--- config.mk ---
export PLATFORM = sky130hd
export DESIGN_NAME = fft_butterfly_pipe_flat
export DESIGN_NICKNAME = d
export VERILOG_FILES = /design/src/rtl/fft_butterfly_pipe_if.sv /design/src/rtl/fft_butterfly_pipe.sv /design/src/flat_wrapper.sv
export SDC_FILE = /design/constraint.sdc
export NUM_CORES = 2
export LEC_CHECK = 0
export CAP_MARGIN = 20
export CORE_MARGIN = 4
export CORE_UTILIZATION = 50
export CTS_BUF_LIST = sky130_fd_sc_hd__clkbuf_8
export CTS_CLUSTER_DIAMETER = 100
export DETAILED_ROUTE_END_ITERATION = 8
export HOLD_SLACK_MARGIN = 0.08
export PLACE_DENSITY = 0.67
export SLEW_MARGIN = 0
export SYNTH_ARGS = -nofsm -noshare
export SYNTH_HDL_FRONTEND = slang
export SYNTH_SLANG_ARGS = --single-unit
export TNS_END_PERCENT = 50
--- constraint.sdc ---
create_clock -name i_CLK -period 6.55 [get_ports i_CLK]
set_input_delay 1.31 -clock i_CLK [delete_from_list [all_inputs] [get_ports i_CLK]]
set_output_delay 1.31 -clock i_CLK [all_outputs]
set_load 0.005 [all_outputs]
--- src/rtl/fft_butterfly_pipe_if.sv ---
// Bus between the per-layer address sequencer / sample RAM / twiddle ROM and the
// radix-2 butterfly datapath. The slave modport is the butterfly side.
interface fft_butterfly_pipe_if #(
  parameter int DATA_WIDTH = 16,
  parameter int TW_WIDTH   = 16,
  parameter int ADDR_SIZE  = 5
);
  logic                         i_valid;
  logic [ADDR_SIZE-1:0]         i_rdaddr_A;
  logic [ADDR_SIZE-1:0]         i_rdaddr_B;
  logic signed [DATA_WIDTH-1:0] i_A_re;
  logic signed [DATA_WIDTH-1:0] i_A_im;
  logic signed [DATA_WIDTH-1:0] i_B_re;
  logic signed [DATA_WIDTH-1:0] i_B_im;
  logic signed [TW_WIDTH-1:0]   i_tw_re;
  logic signed [TW_WIDTH-1:0]   i_tw_im;

  logic                         o_wren;
  logic [ADDR_SIZE-1:0]         o_wraddr_A;
  logic [ADDR_SIZE-1:0]         o_wraddr_B;
  logic signed [DATA_WIDTH-1:0] o_A_re;
  logic signed [DATA_WIDTH-1:0] o_A_im;
  logic signed [DATA_WIDTH-1:0] o_B_re;
  logic signed [DATA_WIDTH-1:0] o_B_im;
  logic                         o_busy;

  modport master (
    output i_valid, i_rdaddr_A, i_rdaddr_B,
    output i_A_re, i_A_im, i_B_re, i_B_im, i_tw_re, i_tw_im,
    input  o_wren, o_wraddr_A, o_wraddr_B,
    input  o_A_re, o_A_im, o_B_re, o_B_im, o_busy
  );

  modport slave (
    input  i_valid, i_rdaddr_A, i_rdaddr_B,
    input  i_A_re, i_A_im, i_B_re, i_B_im, i_tw_re, i_tw_im,
    output o_wren, o_wraddr_A, o_wraddr_B,
    output o_A_re, o_A_im, o_B_re, o_B_im, o_busy
  );
endinterface

--- src/rtl/fft_butterfly_pipe.sv ---
// Three-stage radix-2 butterfly: A' = A + W*B, B' = A - W*B, one per clock.
// Define FFT_BFLY_SCALE_EN to halve both results (round half up) before saturation.
module fft_butterfly_pipe #(
  parameter int DATA_WIDTH = 16,
  parameter int TW_WIDTH   = 16,
  parameter int ADDR_SIZE  = 5
) (
  input logic                 i_CLK,
  input logic                 i_RST,
  fft_butterfly_pipe_if.slave bus
);
  localparam int MW = DATA_WIDTH + TW_WIDTH;
  localparam int PW = DATA_WIDTH + TW_WIDTH + 1;
  localparam int SW = DATA_WIDTH + 2;

  localparam logic signed [PW-1:0] RND  = {{(PW-TW_WIDTH+1){1'b0}}, 1'b1, {(TW_WIDTH-2){1'b0}}};
  localparam logic signed [SW-1:0] SMAX = {3'b000, {(DATA_WIDTH-1){1'b1}}};
  localparam logic signed [SW-1:0] SMIN = {3'b111, {(DATA_WIDTH-1){1'b0}}};

  // Index 0 is the real lane, index 1 the imaginary lane.
  logic                         v0_q, v1_q, v2_q;
  logic [ADDR_SIZE-1:0]         addr_a0_q, addr_b0_q;
  logic [ADDR_SIZE-1:0]         addr_a1_q, addr_b1_q;
  logic [ADDR_SIZE-1:0]         addr_a2_q, addr_b2_q;
  logic signed [DATA_WIDTH-1:0] a_in [2];
  logic signed [DATA_WIDTH-1:0] b_in [2];
  logic signed [TW_WIDTH-1:0]   w_in [2];
  logic signed [MW-1:0]         m_rr, m_ii, m_ri, m_ir;
  logic signed [PW-1:0]         p_full [2];
  logic signed [DATA_WIDTH:0]   p1_d [2];
  logic signed [DATA_WIDTH:0]   p1_q [2];
  logic signed [DATA_WIDTH-1:0] a1_q [2];
  logic signed [DATA_WIDTH-1:0] s2_d [2];
  logic signed [DATA_WIDTH-1:0] d2_d [2];
  logic signed [DATA_WIDTH-1:0] s2_q [2];
  logic signed [DATA_WIDTH-1:0] d2_q [2];

  function automatic logic signed [DATA_WIDTH-1:0] sat_scale(input logic signed [SW-1:0] x);
    logic signed [SW-1:0] y;
`ifdef FFT_BFLY_SCALE_EN
    y = x + SW'(1);
    y = y >>> 1;
`else
    y = x;
`endif
    if (y > SMAX) begin
      y = SMAX;
    end else if (y < SMIN) begin
      y = SMIN;
    end
    return y[DATA_WIDTH-1:0];
  endfunction

  assign a_in[0] = bus.i_A_re;
  assign a_in[1] = bus.i_A_im;
  assign b_in[0] = bus.i_B_re;
  assign b_in[1] = bus.i_B_im;
  assign w_in[0] = bus.i_tw_re;
  assign w_in[1] = bus.i_tw_im;

  assign m_rr = MW'(b_in[0]) * MW'(w_in[0]);
  assign m_ii = MW'(b_in[1]) * MW'(w_in[1]);
  assign m_ri = MW'(b_in[0]) * MW'(w_in[1]);
  assign m_ir = MW'(b_in[1]) * MW'(w_in[0]);

  // Rounding offset is folded into the full-width sum so only one adder chain per lane.
  assign p_full[0] = {m_rr[MW-1], m_rr} - {m_ii[MW-1], m_ii} + RND;
  assign p_full[1] = {m_ri[MW-1], m_ri} + {m_ir[MW-1], m_ir} + RND;

  genvar gi;
  generate
    for (gi = 0; gi < 2; gi++) begin : g_lane
      logic signed [SW-1:0] a_ext;
      logic signed [SW-1:0] p_ext;

      assign p1_d[gi] = (DATA_WIDTH+1)'(p_full[gi] >>> (TW_WIDTH-1));
      assign a_ext    = {{2{a1_q[gi][DATA_WIDTH-1]}}, a1_q[gi]};
      assign p_ext    = {p1_q[gi][DATA_WIDTH], p1_q[gi]};
      assign s2_d[gi] = sat_scale(a_ext + p_ext);
      assign d2_d[gi] = sat_scale(a_ext - p_ext);
    end
  endgenerate

  always_ff @(posedge i_CLK or posedge i_RST) begin
    if (i_RST) begin
      v0_q      <= 1'b0;
      v1_q      <= 1'b0;
      v2_q      <= 1'b0;
      addr_a0_q <= '0;
      addr_b0_q <= '0;
      addr_a1_q <= '0;
      addr_b1_q <= '0;
      addr_a2_q <= '0;
      addr_b2_q <= '0;
      for (int k = 0; k < 2; k++) begin
        a1_q[k] <= '0;
        p1_q[k] <= '0;
        s2_q[k] <= '0;
        d2_q[k] <= '0;
      end
    end else begin
      v0_q <= bus.i_valid;
      v1_q <= v0_q;
      v2_q <= v1_q;
      if (bus.i_valid) begin
        addr_a0_q <= bus.i_rdaddr_A;
        addr_b0_q <= bus.i_rdaddr_B;
      end
      // Stage registers only load behind a valid, so outputs hold between writes.
      if (v0_q) begin
        addr_a1_q <= addr_a0_q;
        addr_b1_q <= addr_b0_q;
        a1_q      <= a_in;
        p1_q      <= p1_d;
      end
      if (v1_q) begin
        addr_a2_q <= addr_a1_q;
        addr_b2_q <= addr_b1_q;
        s2_q      <= s2_d;
        d2_q      <= d2_d;
      end
    end
  end

  assign bus.o_wren     = v2_q;
  assign bus.o_busy     = v0_q | v1_q | v2_q;
  assign bus.o_wraddr_A = addr_a2_q;
  assign bus.o_wraddr_B = addr_b2_q;
  assign bus.o_A_re     = s2_q[0];
  assign bus.o_A_im     = s2_q[1];
  assign bus.o_B_re     = d2_q[0];
  assign bus.o_B_im     = d2_q[1];
endmodule

--- src/flat_wrapper.sv ---
// flat-port wrapper written by rule: the top's interface ports become plain ports
module fft_butterfly_pipe_flat 
#(
  parameter int DATA_WIDTH = 16,
  parameter int TW_WIDTH   = 16,
  parameter int ADDR_SIZE  = 5
)
  (i_CLK, i_RST, bus_i_valid, bus_i_rdaddr_A, bus_i_rdaddr_B, bus_i_A_re, bus_i_A_im, bus_i_B_re, bus_i_B_im, bus_i_tw_re, bus_i_tw_im, bus_o_wren, bus_o_wraddr_A, bus_o_wraddr_B, bus_o_A_re, bus_o_A_im, bus_o_B_re, bus_o_B_im, bus_o_busy);
  fft_butterfly_pipe_if #(.DATA_WIDTH(DATA_WIDTH), .TW_WIDTH(TW_WIDTH), .ADDR_SIZE(ADDR_SIZE)) bus_i ();
  input logic i_CLK;
  input logic i_RST;
  input wire logic [$bits(bus_i.i_valid)-1:0] bus_i_valid;
  input wire logic [$bits(bus_i.i_rdaddr_A)-1:0] bus_i_rdaddr_A;
  input wire logic [$bits(bus_i.i_rdaddr_B)-1:0] bus_i_rdaddr_B;
  input wire logic [$bits(bus_i.i_A_re)-1:0] bus_i_A_re;
  input wire logic [$bits(bus_i.i_A_im)-1:0] bus_i_A_im;
  input wire logic [$bits(bus_i.i_B_re)-1:0] bus_i_B_re;
  input wire logic [$bits(bus_i.i_B_im)-1:0] bus_i_B_im;
  input wire logic [$bits(bus_i.i_tw_re)-1:0] bus_i_tw_re;
  input wire logic [$bits(bus_i.i_tw_im)-1:0] bus_i_tw_im;
  output wire logic [$bits(bus_i.o_wren)-1:0] bus_o_wren;
  output wire logic [$bits(bus_i.o_wraddr_A)-1:0] bus_o_wraddr_A;
  output wire logic [$bits(bus_i.o_wraddr_B)-1:0] bus_o_wraddr_B;
  output wire logic [$bits(bus_i.o_A_re)-1:0] bus_o_A_re;
  output wire logic [$bits(bus_i.o_A_im)-1:0] bus_o_A_im;
  output wire logic [$bits(bus_i.o_B_re)-1:0] bus_o_B_re;
  output wire logic [$bits(bus_i.o_B_im)-1:0] bus_o_B_im;
  output wire logic [$bits(bus_i.o_busy)-1:0] bus_o_busy;
  assign bus_i.i_valid = bus_i_valid;
  assign bus_i.i_rdaddr_A = bus_i_rdaddr_A;
  assign bus_i.i_rdaddr_B = bus_i_rdaddr_B;
  assign bus_i.i_A_re = bus_i_A_re;
  assign bus_i.i_A_im = bus_i_A_im;
  assign bus_i.i_B_re = bus_i_B_re;
  assign bus_i.i_B_im = bus_i_B_im;
  assign bus_i.i_tw_re = bus_i_tw_re;
  assign bus_i.i_tw_im = bus_i_tw_im;
  assign bus_o_wren = bus_i.o_wren;
  assign bus_o_wraddr_A = bus_i.o_wraddr_A;
  assign bus_o_wraddr_B = bus_i.o_wraddr_B;
  assign bus_o_A_re = bus_i.o_A_re;
  assign bus_o_A_im = bus_i.o_A_im;
  assign bus_o_B_re = bus_i.o_B_re;
  assign bus_o_B_im = bus_i.o_B_im;
  assign bus_o_busy = bus_i.o_busy;
  fft_butterfly_pipe #(.DATA_WIDTH(DATA_WIDTH), .TW_WIDTH(TW_WIDTH), .ADDR_SIZE(ADDR_SIZE)) u_core (.i_CLK(i_CLK), .i_RST(i_RST), .bus(bus_i));
endmodule
==> impl_metrics.json <==
{
  "fin_ws_ps": -1140,
  "vias": 36200,
  "cap_viol_max_count": 0,
  "hold_path_class": "register to register",
  "whs_endpoint": "u_core.bus.o_A_im[1]",
  "clkTransAtPathRegs_ps": 110,
  "arrival_ps": 8080,
  "placed_area_mm2": 0.0555,
  "outcome": "finished with violations",
  "path_class": "input pin to register",
  "grt_pass1_wl_mm": 230,
  "rsz0062_at_grt": "yes",
  "dp.final_hpwl_mm": 114,
  "synth_area_per_cell_um2": 9.54,
  "syn_inst": 5079,
  "final_util_pct": 62.9,
  "clkLatencyLatePin_ps": 540,
  "most-common-layout-cells": "1,263 x inv_1, 1,089 x fa_1, 536 x nand2_1",
  "die-area_mm2": 0.102,
  "synth_flop_cell": "dfrtp_1",
  "tightest_slew_ps": 769,
  "final_common_cell": "inv_1",
  "rr_endpoint": "u_core.bus.o_B_re[13]",
  "synth.area.top_cells": "fa_1 48%, inv_1 10%, ha_1 9.4%, dfrtp_1 8.4%, and2_1 5.9%",
  "tritoncts": "done",
  "fp.dieH_um": 319,
  "synth_nets": 6705,
  "cts_root_buffer": "clkbuf_8",
  "max_slew_margin_pct": 48.7,
  "setup_viol": 34,
  "cts.sinks": 163,
  "core_mm2": 0.0956,
  "area_growth_pct": 24.1,
  "synth_seq_cells": 163,
  "reg2reg_depth": 12,
  "clock_path_buffers": 2,
  "critPathCaptureType": "register",
  "drc": 0,
  "synth_edf_count": 0,
  "antenna_found_initial": 5,
  "first_global_vias": 40200,
  "min_period_ps": 7690,
  "yosysUniqueCellTypes": 83,
  "path_max_fanout": 8,
  "initialDrtViolationCount": 2194,
  "start_util_pct": 50.7,
  "reg2reg_slack_ps": 2620,
  "crit_path_start_kind": "input pin",
  "io_pins": 185,
  "seq_area_frac_synth_pct": 8.42,
  "numPortBuffers": 184,
  "gp_congestion": 0.902,
  "async_reset_ff_share_pct": 100,
  "cts_buffers": 17,
  "wl_mm": 145,
  "fillers": 7661,
  "overflow": 0,
  "worst_hold_path.num_cells": 2,
  "fin_cells": 7012,
  "regArea_mm2": 0.00408,
  "htree_levels": 4,
  "required_ps": 6940,
  "failed_checks": "setup timing",
  "synth_area_leader_cell": "fa_1",
  "grt_use_total_pct": 29.1,
  "die_x_um": 319,
  "clock.fmax_ghz": 0.130,
  "layout_worst_path_cycle_share_pct": 117,
  "dr.pass1.iters": 6,
  "drv_slew": 0,
  "synth_top_area_share_pct": 47.7,
  "stdcell_area_mm2": 0.0601,
  "r2r-start": "u_core.g_lane[0].p_ext[1]",
  "viasPerCell": 5.16,
  "syn-cell-area_mm2": 0.0484,
  "dp_slack_ps": -2220,
  "num_rows": 113,
  "grt_max_degree": 82,
  "drive_gt1_share_pct": 21.1,
  "nets": 7360,
  "yosysWarningCount": 0,
  "wire_per_inst_um": 20.7,
  "diodes": 0,
  "antenna_left": 0,
  "finClkSkew_ps": 35.3,
  "hp-start": "u_core.bus.o_A_im[1]",
  "hold_viol": 0,
  "dpl.cell_count": 6766,
  "multiInputGateArea_mm2": 0.0396
}
==> kinds of logic after synthesis <==
family	after synthesis	synth area share, %
adders and majority gates	1517	57.1
DFF	163	8.42
xor gates and xnor gates	126	2.32
AOI/OAI and AO/OA	311	4.70
buffers and inverters	1567	12.3
muxes	79	1.79
and+or+nand+nor	1316	13.4
==> area by class of cell <==
| type | instances | area share (%) |
|---|---|---|
| clock buffers | 17 | 0.389 |
| clock inverters | 15 | 0.323 |
| inverters | 1324 | 8.29 |
| multi-input cells | 3349 | 65.9 |
| flip-flops and latches | 163 | 6.79 |
| well taps | 1265 | 2.63 |
| repair buffers | 879 | 15.6 |
==> worst max-delay path, cell delays in order <==
cell,delay (ps)
buf_2,110
buf_12,150
buf_4,150
buf_12,130
and2_1,160
fa_1,490
fa_1,500
inv_1,60
fa_1,500
fa_1,590
fa_1,480
fa_1,550
fa_1,440
fa_1,560
ha_4,210
a21o_1,170
a21o_1,190
a21oi_4,220
o21ai_4,90
a221o_1,400
a21o_1,220
a21oi_2,160
xnor2_1,140
mux2i_1,90
==> synth_stat cells (3+ instances only) <==
library cell,number
dfrtp_1,163
buf_4,4
o31ai_1,5
a31oi_1,10
mux2i_1,17
o21bai_1,12
a21boi_0,12
buf_1,6
nand3_1,38
or3_1,8
a211oi_1,14
inv_1,1323
nand2_1,565
o311a_1,3
xnor2_1,100
and3_1,9
fa_1,1153
buf_2,14
a21o_1,29
or2_2,6
o221a_2,13
nor2_1,111
buf_6,5
xor2_1,25
and2_1,454
ha_1,364
nand2b_1,36
o31a_1,3
a211oi_2,10
a31o_2,3
nand4_1,7
a21oi_1,64
a211o_1,4
o22ai_1,3
nor3_1,30
clkbuf_1,214
a21oi_2,4
o21ai_1,16
o21a_1,12
a22o_1,3
mux2_2,62
o221ai_1,5
o21ai_0,49
nor2b_1,37
==> stage by stage <==
stage	setup TNS, ps	hold slack, ps
after floorplan	-35440	349
after global placement	-67400	466
after detailed placement	-69800	471
after CTS	-31180	495
after global routing	-38970	517
final	-32410	493
==> per-layer routing <==
metal	global-route usage, %	up-vias	part of all wire (%)
met5	0	-	0
met4	10.1	0	4.2
met3	5.23	299	8.1
met2	47.7	1331	47
met1	39.3	18500	41
li1	-	16100	-
==> state kept, by name, summed over array words and instances (netlist names) <==
name                   flops
u_core.g_lane.p_ext       34
u_core.a1_q               32
u_core.bus.o_A_im         16
u_core.bus.o_A_re         16
u_core.bus.o_B_im         16
u_core.bus.o_B_re         16
u_core.addr_a0_q           5
u_core.addr_a1_q           5
u_core.addr_b0_q           5
u_core.addr_b1_q           5
u_core.bus.o_wraddr_A      5
u_core.bus.o_wraddr_B      5
u_core.bus.o_wren          1
u_core.v0_q                1
u_core.v1_q                1
==> how the worst max path moves through the flow <==
stage	endpoint	slack, ps	from
after floorplan	u_core.g_lane[0].p_ext[7]	-1390	bus_i_B_im[15]
after global placement	u_core.g_lane[0].p_ext[2]	-2220	bus_i_B_re[8]
after detailed placement	u_core.g_lane[1].p_ext[16]	-2220	bus_i_B_re[7]
after CTS	u_core.g_lane[1].p_ext[16]	-1150	bus_i_B_im[5]
after global routing	u_core.g_lane[0].p_ext[3]	-1320	bus_i_tw_re[5]
final	u_core.g_lane[0].p_ext[7]	-1140	bus_i_B_im[12]
==> timing repair <==
action	CTS	global route
pin swaps	306	174
resized for setup	631	185
endpoints found under the hold margin	0	0
endpoints found under the setup margin	34	34
buffers inserted	158	44
gates cloned	27	4
hold buffers	0	0
Power is left out: the tool's default activity adds up to more than one toggle a clock period on the data nets, which glitch-free logic cannot reach.
